==> config.mk <==
export PLATFORM = sky130hd
export DESIGN_NAME = shift_add_multiplier
export DESIGN_NICKNAME = d
export VERILOG_FILES = /design/src/rtl/mul_pkg.sv /design/src/rtl/shift_add_multiplier_adder.sv /design/src/rtl/shift_add_multiplier.sv
export SDC_FILE = /design/constraint.sdc
export NUM_CORES = 1
export LEC_CHECK = 0
export CAP_MARGIN = 20
export CELL_PAD_IN_SITES_DETAIL_PLACEMENT = 1
export CELL_PAD_IN_SITES_GLOBAL_PLACEMENT = 2
export CORE_MARGIN = 2
export CORE_UTILIZATION = 23
export CTS_CLUSTER_DIAMETER = 80
export DETAILED_ROUTE_END_ITERATION = 8
export GPL_ROUTABILITY_DRIVEN = 0
export GPL_TIMING_DRIVEN = 0
export PLACE_DENSITY = 0.77
export SLEW_MARGIN = 20
export SYNTH_ARGS = -nofsm -noshare
export SYNTH_HDL_FRONTEND = slang
export SYNTH_SLANG_ARGS = --single-unit
export TNS_END_PERCENT = 30
==> constraint.sdc <==
create_clock -name clk -period 11.9 [get_ports clk]
set_clock_uncertainty 0.15 [all_clocks]
set_input_delay 1.785 -clock clk [delete_from_list [all_inputs] [get_ports clk]]
set_output_delay 1.785 -clock clk [all_outputs]
set_load 0.02 [all_outputs]
==> src/rtl/mul_pkg.sv <==
// Shared types and sizing helpers for the shift-and-add multiplier.
package mul_pkg;

  typedef enum logic [1:0] {
    IDLE = 2'd0,
    RUN  = 2'd1,
    DONE = 2'd2
  } state_t;

  localparam int DEFAULT_WIDTH = 32;

  // Counter width; a 2-bit operand still needs one counter bit.
  function automatic int cnt_w(input int width);
    return (width > 2) ? $clog2(width) : 1;
  endfunction

  function automatic int prod_w(input int width);
    return 2 * width;
  endfunction

endpackage

==> src/rtl/shift_add_multiplier_adder.sv <==
// Ripple-carry adder, the single arithmetic element of the multiplier.
module shift_add_multiplier_adder #(
  parameter int Width = 32
) (
  input  logic [Width-1:0] a,
  input  logic [Width-1:0] b,
  input  logic             cin,
  output logic [Width-1:0] sum,
  output logic             cout
);

  // Carry ripples LSB to MSB through a local variable.
  always_comb begin
    logic carry;
    carry = cin;
    sum   = {Width{1'b0}};
    for (int i = 0; i < Width; i++) begin
      sum[i] = a[i] ^ b[i] ^ carry;
      carry  = (a[i] & b[i]) | (carry & (a[i] ^ b[i]));
    end
    cout = carry;
  end

endmodule

==> src/rtl/shift_add_multiplier.sv <==
// Radix-2 sequential unsigned multiplier: one partial product per clock,
// valid/ready on operand and result sides.
module shift_add_multiplier
  import mul_pkg::*;
#(
  parameter int Width = DEFAULT_WIDTH
) (
  input  logic                      clk,
  input  logic                      rst_n,
  input  logic                      in_valid,
  output logic                      in_ready,
  input  logic [Width-1:0]          a,
  input  logic [Width-1:0]          b,
  output logic                      out_valid,
  input  logic                      out_ready,
  output logic [prod_w(Width)-1:0]  product
);

  localparam int CNT_W = cnt_w(Width);
  localparam logic [CNT_W-1:0] LAST_CNT = CNT_W'(Width - 1);

  state_t             state_q, state_d;
  logic [Width-1:0]   mcand_q, mcand_d;
  logic [Width-1:0]   acc_hi_q, acc_hi_d;
  logic [Width-1:0]   acc_lo_q, acc_lo_d;
  logic [CNT_W-1:0]   count_q, count_d;
  logic               in_ready_q, in_ready_d;
  logic               out_valid_q, out_valid_d;

  logic [Width-1:0]   add_b_s;
  logic [Width-1:0]   sum_s;
  logic               cout_s;

  assign add_b_s = acc_lo_q[0] ? mcand_q : {Width{1'b0}};

  shift_add_multiplier_adder #(
    .Width(Width)
  ) u_adder (
    .a   (acc_hi_q),
    .b   (add_b_s),
    .cin (1'b0),
    .sum (sum_s),
    .cout(cout_s)
  );

  // Next-state and datapath update for the accept / run / deliver sequence.
  always_comb begin
    state_d  = state_q;
    mcand_d  = mcand_q;
    acc_hi_d = acc_hi_q;
    acc_lo_d = acc_lo_q;
    count_d  = count_q;
    case (state_q)
      IDLE: begin
        if (in_valid && in_ready_q) begin
          mcand_d  = a;
          acc_lo_d = b;
          acc_hi_d = {Width{1'b0}};
          count_d  = {CNT_W{1'b0}};
          state_d  = RUN;
        end else begin
          state_d  = IDLE;
        end
      end
      RUN: begin
        // The carry out becomes the new MSB, so all-ones operands stay exact.
        {acc_hi_d, acc_lo_d} = {cout_s, sum_s, acc_lo_q[Width-1:1]};
        count_d = count_q + CNT_W'(1);
        if (count_q == LAST_CNT) begin
          state_d = DONE;
        end else begin
          state_d = RUN;
        end
      end
      DONE: begin
        if (out_ready) begin
          state_d = IDLE;
        end else begin
          state_d = DONE;
        end
      end
      default: begin
        state_d = IDLE;
      end
    endcase
    in_ready_d  = (state_d == IDLE);
    out_valid_d = (state_d == DONE);
  end

  // State, datapath and handshake flops; reset aborts any job in flight.
  always_ff @(posedge clk or negedge rst_n) begin
    if (!rst_n) begin
      state_q     <= IDLE;
      mcand_q     <= {Width{1'b0}};
      acc_hi_q    <= {Width{1'b0}};
      acc_lo_q    <= {Width{1'b0}};
      count_q     <= {CNT_W{1'b0}};
      in_ready_q  <= 1'b1;
      out_valid_q <= 1'b0;
    end else begin
      state_q     <= state_d;
      mcand_q     <= mcand_d;
      acc_hi_q    <= acc_hi_d;
      acc_lo_q    <= acc_lo_d;
      count_q     <= count_d;
      in_ready_q  <= in_ready_d;
      out_valid_q <= out_valid_d;
    end
  end

  assign in_ready  = in_ready_q;
  assign out_valid = out_valid_q;
  assign product   = {acc_hi_q, acc_lo_q};

endmodule

Yosys cells after proc, flatten, opt, wreduce, memory -nomap -nowiden
Index checks and enable logic that the tools add are counted.

Logic and storage cells: 187. Bits of input ports: 68. Register bits: 105. Output and inout bits: 66.

Multiplexer cells: 11. Equality and inequality tests: 5. Reduce and logical (&&, ||, !) cells: 6. Bitwise operators: 157. $add $sub $neg: 1.

Operators by type and width (count): 32-bit case mux with 2 select lines (2); 32-bit 2-to-1 mux (3); 1-bit AND (63); 1-bit XOR (63); 1-bit bitwise OR (31); 5-bit case mux with 2 select lines (1); 2-bit case mux with 3 select lines (1); 5-bit by 1-bit adder with 5-bit output, second input constant (1); 5-bit == test, second input constant (1); 5-bit 2-to-1 mux (1); 2-bit == test, second input constant (2); 2-bit logical NOT (2); 2-bit 2-to-1 mux (2); 2-bit AND reduction (2); 2-bit by 1-bit == test with 1-bit output, second input constant (1); 2-bit != test, second input constant (1); 2-bit nonzero test (1); 1-bit logical AND (1); 1-bit 2-to-1 mux (1).

Longest topological paths before layout
Depth in word-level cells: 65. Depth in mapped cells: 37. Gate-level depth less buffers: 37.

Hierarchy
A second synthesis with hierarchy kept.

Cell total of the unflattened synthesis: 430. Area, all modules: 5263.8 um^2.

Modules (own cells, without submodules): shift_add_multiplier (cells each 388, area each 4585.6 um^2, sequential area each 2628.8 um^2, times used 1); shift_add_multiplier_adder (cells each 42, area each 678.2 um^2, sequential area each 0.0 um^2, times used 1).

Least setup slack after synthesis
OpenSTA, ideal clock, no wires.

Kind: register -> register. From: reg acc_lo_q[0]. To: reg acc_hi_q[30]. Library setup time: 130 ps. Path slack: -1214 ps. Stages on the path, launching flop included: 37. Path buffers: 1. Required time: 11620 ps. Arrival time: 12834 ps. Clock period less this slack: 13114 ps. Path through: dfrtp_1 clkbuf_1 nand2_1 fa_1 fa_1 fa_1 fa_1 fa_1 fa_1 fa_1 fa_1 fa_1 fa_1 fa_1 fa_1 fa_1 fa_1 fa_1 fa_1 fa_1 fa_1 fa_1 fa_1 fa_1 fa_1 fa_1 fa_1 fa_1 fa_1 fa_1 inv_1 fa_1 fa_1 inv_1 fa_1 fa_1 o21ai_0.

Word-level cells in the longest chain between the ends: 64. Elaborated cells between the ends (all ways): 125. Those cells by class: mux (2); bitwise (123).

RTL lines: start, declared (RTL line shift_add_multiplier.sv:25) `logic [Width-1:0] acc_lo_q, acc_lo_d;`; start signal, assigned (RTL line shift_add_multiplier.sv:96) `acc_lo_q <= {Width{1'b0}};`; start signal, assigned (RTL line shift_add_multiplier.sv:104) `acc_lo_q <= acc_lo_d;`; 32-bit 2-to-1 mux * (RTL line shift_add_multiplier.sv:34) `assign add_b_s = acc_lo_q[0] ? mcand_q : {Width{1'b0}};`; 1-bit AND / 1-bit XOR (equally long branches) (RTL line shift_add_multiplier_adder.sv:19) `carry = (a[i] & b[i]) | (carry & (a[i] ^ b[i]));`; 1-bit AND (RTL line shift_add_multiplier_adder.sv:19); 1-bit bitwise OR (RTL line shift_add_multiplier_adder.sv:19); 1-bit AND (RTL line shift_add_multiplier_adder.sv:19); 1-bit bitwise OR (RTL line shift_add_multiplier_adder.sv:19); 1-bit AND (RTL line shift_add_multiplier_adder.sv:19); 1-bit bitwise OR (RTL line shift_add_multiplier_adder.sv:19); [48 not listed]; 1-bit AND (RTL line shift_add_multiplier_adder.sv:19); 1-bit bitwise OR (RTL line shift_add_multiplier_adder.sv:19); 1-bit AND (RTL line shift_add_multiplier_adder.sv:19); 1-bit bitwise OR (RTL line shift_add_multiplier_adder.sv:19); 1-bit AND (RTL line shift_add_multiplier_adder.sv:19); 1-bit bitwise OR (RTL line shift_add_multiplier_adder.sv:19); 1-bit XOR * (RTL line shift_add_multiplier_adder.sv:18) `sum[i] = a[i] ^ b[i] ^ carry;`; 32-bit case mux with 2 select lines * (RTL line shift_add_multiplier.sv:53) `case (state_q)`; end signal, assigned (RTL line shift_add_multiplier.sv:95) `acc_hi_q <= {Width{1'b0}};`; end signal, assigned (RTL line shift_add_multiplier.sv:103) `acc_hi_q <= acc_hi_d;`; end, declared (RTL line shift_add_multiplier.sv:24) `logic [Width-1:0] acc_hi_q, acc_hi_d;`.

Mark *: on every way between the ends. The rest lies on a longest branch, timed or not. A chain may end at the register's enable or synchronous reset.

Final worst setup path
Same ends and word-level chain as after synthesis.

==> PnR_summary.wiki <==
{| class="wikitable"
! Metric !! Value
|-
| Max Fclk || slightly above 80 MHz
|-
| Post-synthesis cell area || just over 0.005 sq mm
|-
| Finish-stage setup viols || 2
|-
| Root buf cell || clkbuf_16
|-
| Final routed DRC violation total || 0
|-
| Count of antenna-violating nets left after detailed routing || 0
|-
| Count of fill cells added during filler insertion || 2,523
|-
| Number of global-route vias before repair || roughly 4,500
|-
| Critical setup path kind || reg -> reg
|-
| Area fraction of the dominant cell type after synthesis || 50.69%
|-
| Total of buffers placed on input and output ports || ~130
|-
| Sort of element at the start of the critical path || flip-flop
|-
| Final critical-path required period || 12.07 ns
|-
| Worst Setup End Kind || flip-flop
|-
| Cell seen most often among critical-path stages || fa_2
|-
| Worst r2r src || acc_lo_q[0]$_DFFE_PN0P_
|-
| Layout cell share with drive strength beyond 1 || 13.33%
|-
| Worst path slowest cell || fa_1
|-
| Number of distinct library cell variants in the gate-level netlist after synthesis || 33
|-
| Die height || about 150 um
|-
| Global-route wire length before repair || 25,170 um
|-
| Core Box Area || ~0.022 sq mm
|-
| Internal reg-to-reg setup slack || -0.17 ns
|-
| Clock tree from TritonCTS || built
|-
| Result of the run || finished, violations left
|-
| Detailed-route wire length per cell || 16.02 um
|-
| Register clock-pin slew on the reported worst setup and hold paths || approximately 0.07 ns
|-
| Worst-Margin Slew || 0.7261 ns
|-
| Final setup TNS || -0.2437 ns
|-
| Pre-CTS setup slack || -0.6976 ns
|-
| Worst-case vdd ir drop || 80.08 uV
|-
| Initial cell density of the core || a little under a quarter
|-
| Via-to-Cell Ratio || roughly 4.3
|-
| Sequential Power Share || 32.4%
|-
| Data required time of the critical path || 11.97 ns
|-
| Clock buffer count from CTS || 9
|-
| Detailed-routing iteration count for the pre-antenna-repair pass || 4
|-
| Total placed cells including tap cells || 937
|-
| Arr. time, crit path || around 12 ns
|-
| Routed vias || around 4,100
|-
| Overall die area || between 0.02 and 0.025 sq mm
|-
| Initial antenna violation count || 0
|-
| Layout Cells excl Fill || about 960
|-
| Sum of net half-perimeters after detailed placement || between 10,000 and 15,000 um
|-
| Number of maximum-capacitance violations || 0
|-
| Violations in the final reports || setup timing
|-
| Total clock sinks || about 110
|-
| Total chip power || 2.052 mW
|-
| Multi-input logic area || 0.002205 sq mm
|-
| Count of routing violations after the opening detailed-route iteration || approximately 150
|-
| Fraction of power spent switching nets || slightly above 40%
|-
| Clock latency on the worst-skew pair || between 0.3 and 0.4 ns
|-
| Routed WL || 15,300 um
|-
| WHS || approximately 0.32 ns
|-
| Final #Nets || between 700 and 800
|-
| Finished Cell Area || 0.007284 sq mm
|-
| Grt ovf || 0
|-
| Count of pins over their slew limit || 0
|-
| Final worst setup slack || -0.1665 ns
|-
| Ranking of synthesized cells by area || dfrtp_1 51%, fa_1 12%, nand2_1 11%
|-
| Cell Pwr Density || between 200 and 300 mW/mm^2
|-
| Depth of the worst register-to-register path || 37
|-
| Unrepaired setup endpoints after global routing || yes
|-
| Standard-cell row count || 54
|-
| Die extent in x || 153.4 um
|-
| Post-DP Area || slightly below 0.007 sq mm
|-
| Maximum number of pins on one net before global-route repair || 56
|-
| Library cell with the largest summed area after synthesis || dfrtp_1
|-
| Signed area change from the synthesized netlist to the final layout || 41.90%
|-
| Relative slew slack || about half
|-
| Synthesis-stage register bit count || about 110
|-
| Critical register-to-register path endpoint || acc_hi_q[30]$_DFFE_PN0P_
|-
| Worst-case hold path end point || mcand_q[0]$_DFFE_PN0P_
|-
| Final clock period utilization by the worst path || 101.4%
|-
| Mean Syn Cell Area || around 9.8 sq um
|-
| Total number of yosys warnings || 0
|-
| Critical path's largest stage delay || 0.48 ns
|-
| Post-Synthesis Cells || around 520
|-
| Largest buffer count on any clock path || 2
|-
| Internal || around 1.2 mW
|-
| Clock group share of total power || between 10% and 20%
|-
| Peak fanout along the critical path || 3
|-
| H-tree depth || 3
|-
| Diodes inserted || 0
|-
| Proportion of synthesized chip area in sequential cells || 51.21%
|-
| Switch Pwr || approximately 0.85 mW
|-
| Hold Vio Cnt, Final || 0
|-
| Min-Delay Path Class || reg -> reg
|-
| Lkg Pwr || ~3.3 nW
|-
| Hold path start || mcand_q[0]$_DFFE_PN0P_
|-
| Number of buffers inserted for hold repair after clock tree synthesis || 0
|-
| Hold path cells || 2
|-
| Area occupied by registers || 0.002630 sq mm
|-
| Power share of the combinational group || roughly half
|-
| Syn_nets || 625
|-
| Total global-route track usage || 13.59%
|-
| I/O pins || around 130
|-
| Core utilization of the finished layout || between 30% and 40%
|}
-- power groups by stage --
stage	Clock (mW)	Sequential (mW)	Combinational [mW]
floorplan	0	0.762	0.532
global placement	0	0.672	1.03
detailed placement	0	0.676	1.07
CTS	0.346	0.670	1.09
global route	0.357	0.695	1.21
finish	0.330	0.665	1.06
-- placed cells by master, fill, tap and decap left out, drive strengths merged, types with 4 or more instances in the layout --
| cell | n |
|---|---|
| nand3 | 33 |
| inv | 47 |
| nand2 | 150 |
| o21ai | 48 |
| buf | 30 |
| dfrtp | 104 |
| clkbuf | 18 |
| fa | 31 |
| a21oi | 20 |
| o22ai | 15 |
| a22oi | 17 |
| clkinv | 4 |
| clkdlybuf4s50 | 132 |
-- state kept, by name, indices dropped and copies added (netlist names) --
name and flops:
out_valid 1, count_q 5, mcand_q 32, acc_hi_q 32, in_ready 1, acc_lo_q 32, state_q 2
-- critical path, delay by kind of cell, from the launching register on --
kind / cells / cell delay, ns
AOI/OAI and AO/OA: 1 / 0.08
adders and majority gates: 32 / 10.95
buffers and inverters: 3 / 0.18
and+or+nand+nor: 1 / 0.14
DFF: 1 / 0.43
-- worst max-delay path by stage --
stage	from	to	slack, ns	cells after the start
6_report	acc_lo_q[0]$_DFFE_PN0P_	acc_hi_q[30]$_DFFE_PN0P_	-0.17	37
5_1_grt	acc_lo_q[0]$_DFFE_PN0P_	acc_hi_q[30]$_DFFE_PN0P_	-0.58	37
4_1_cts	acc_lo_q[0]$_DFFE_PN0P_	acc_hi_q[30]$_DFFE_PN0P_	-0.35	37
3_5_place_dp	acc_lo_q[0]$_DFFE_PN0P_	acc_hi_q[30]$_DFFE_PN0P_	-0.70	36
3_3_place_gp	acc_lo_q[0]$_DFFE_PN0P_	acc_hi_q[30]$_DFFE_PN0P_	-0.52	36
2_1_floorplan	acc_lo_q[0]$_DFFE_PN0P_	acc_hi_q[30]$_DFFE_PN0P_	0.01	37
-- metal layers --
metal,up-vias,track usage (%),share of wire (%)
li1,1983,-,-
met1,2067,18.85,47
met2,83,22.09,48
met3,12,2.183,3.1
met4,0,3.801,1.5
met5,-,0,0
-- cell type report --
type                            count  area share [%]
Inverter                           47           2.422
Tap cell                          280           4.809
Buffer                             34           2.989
Timing Repair Buffer              136           18.88
Clock inverter                      6           1.254
Clock buffer                       10           3.281
Multi-Input combinational cell    337           30.26
Sequential cell                   105           36.10
-- synthesized netlist by cell type, drive strengths merged --
master   instances
fa              31
ha               3
mux2i            1
and2             3
o31ai            1
and3             1
o22ai           15
nor2             3
buf             26
or2              1
nor3b            1
nand3           33
and4b            1
inv             47
nor2b            1
nand2          150
o21ai           48
nand2b           1
dfrtp          104
nand4bb          1
clkbuf           8
o21a             1
nand4            1
and4bb           1
a21oi           20
dfstp            1
a21o             2
a22oi           17
-- logic make-up (layout without fill, tap and decap cells) --
logic type	count (synthesis)	in the layout	synth area share [%]
buffers and inverters	81	233	7.263
AOI/OAI and AO/OA	104	104	12.33
and+or+nand+nor	198	198	16.18
muxes	1	1	0.1950
DFF	105	105	51.21
adders and majority gates	34	34	12.82
-- repair_timing --
action                                 4_1_cts  5_1_grt
pin swaps                                    7        6
endpoints found under the hold margin        0        0
resized for setup                            8        0
setup endpoints to repair                    3        4
buffers inserted                             2        0
Power figures use the tool's default switching activity.
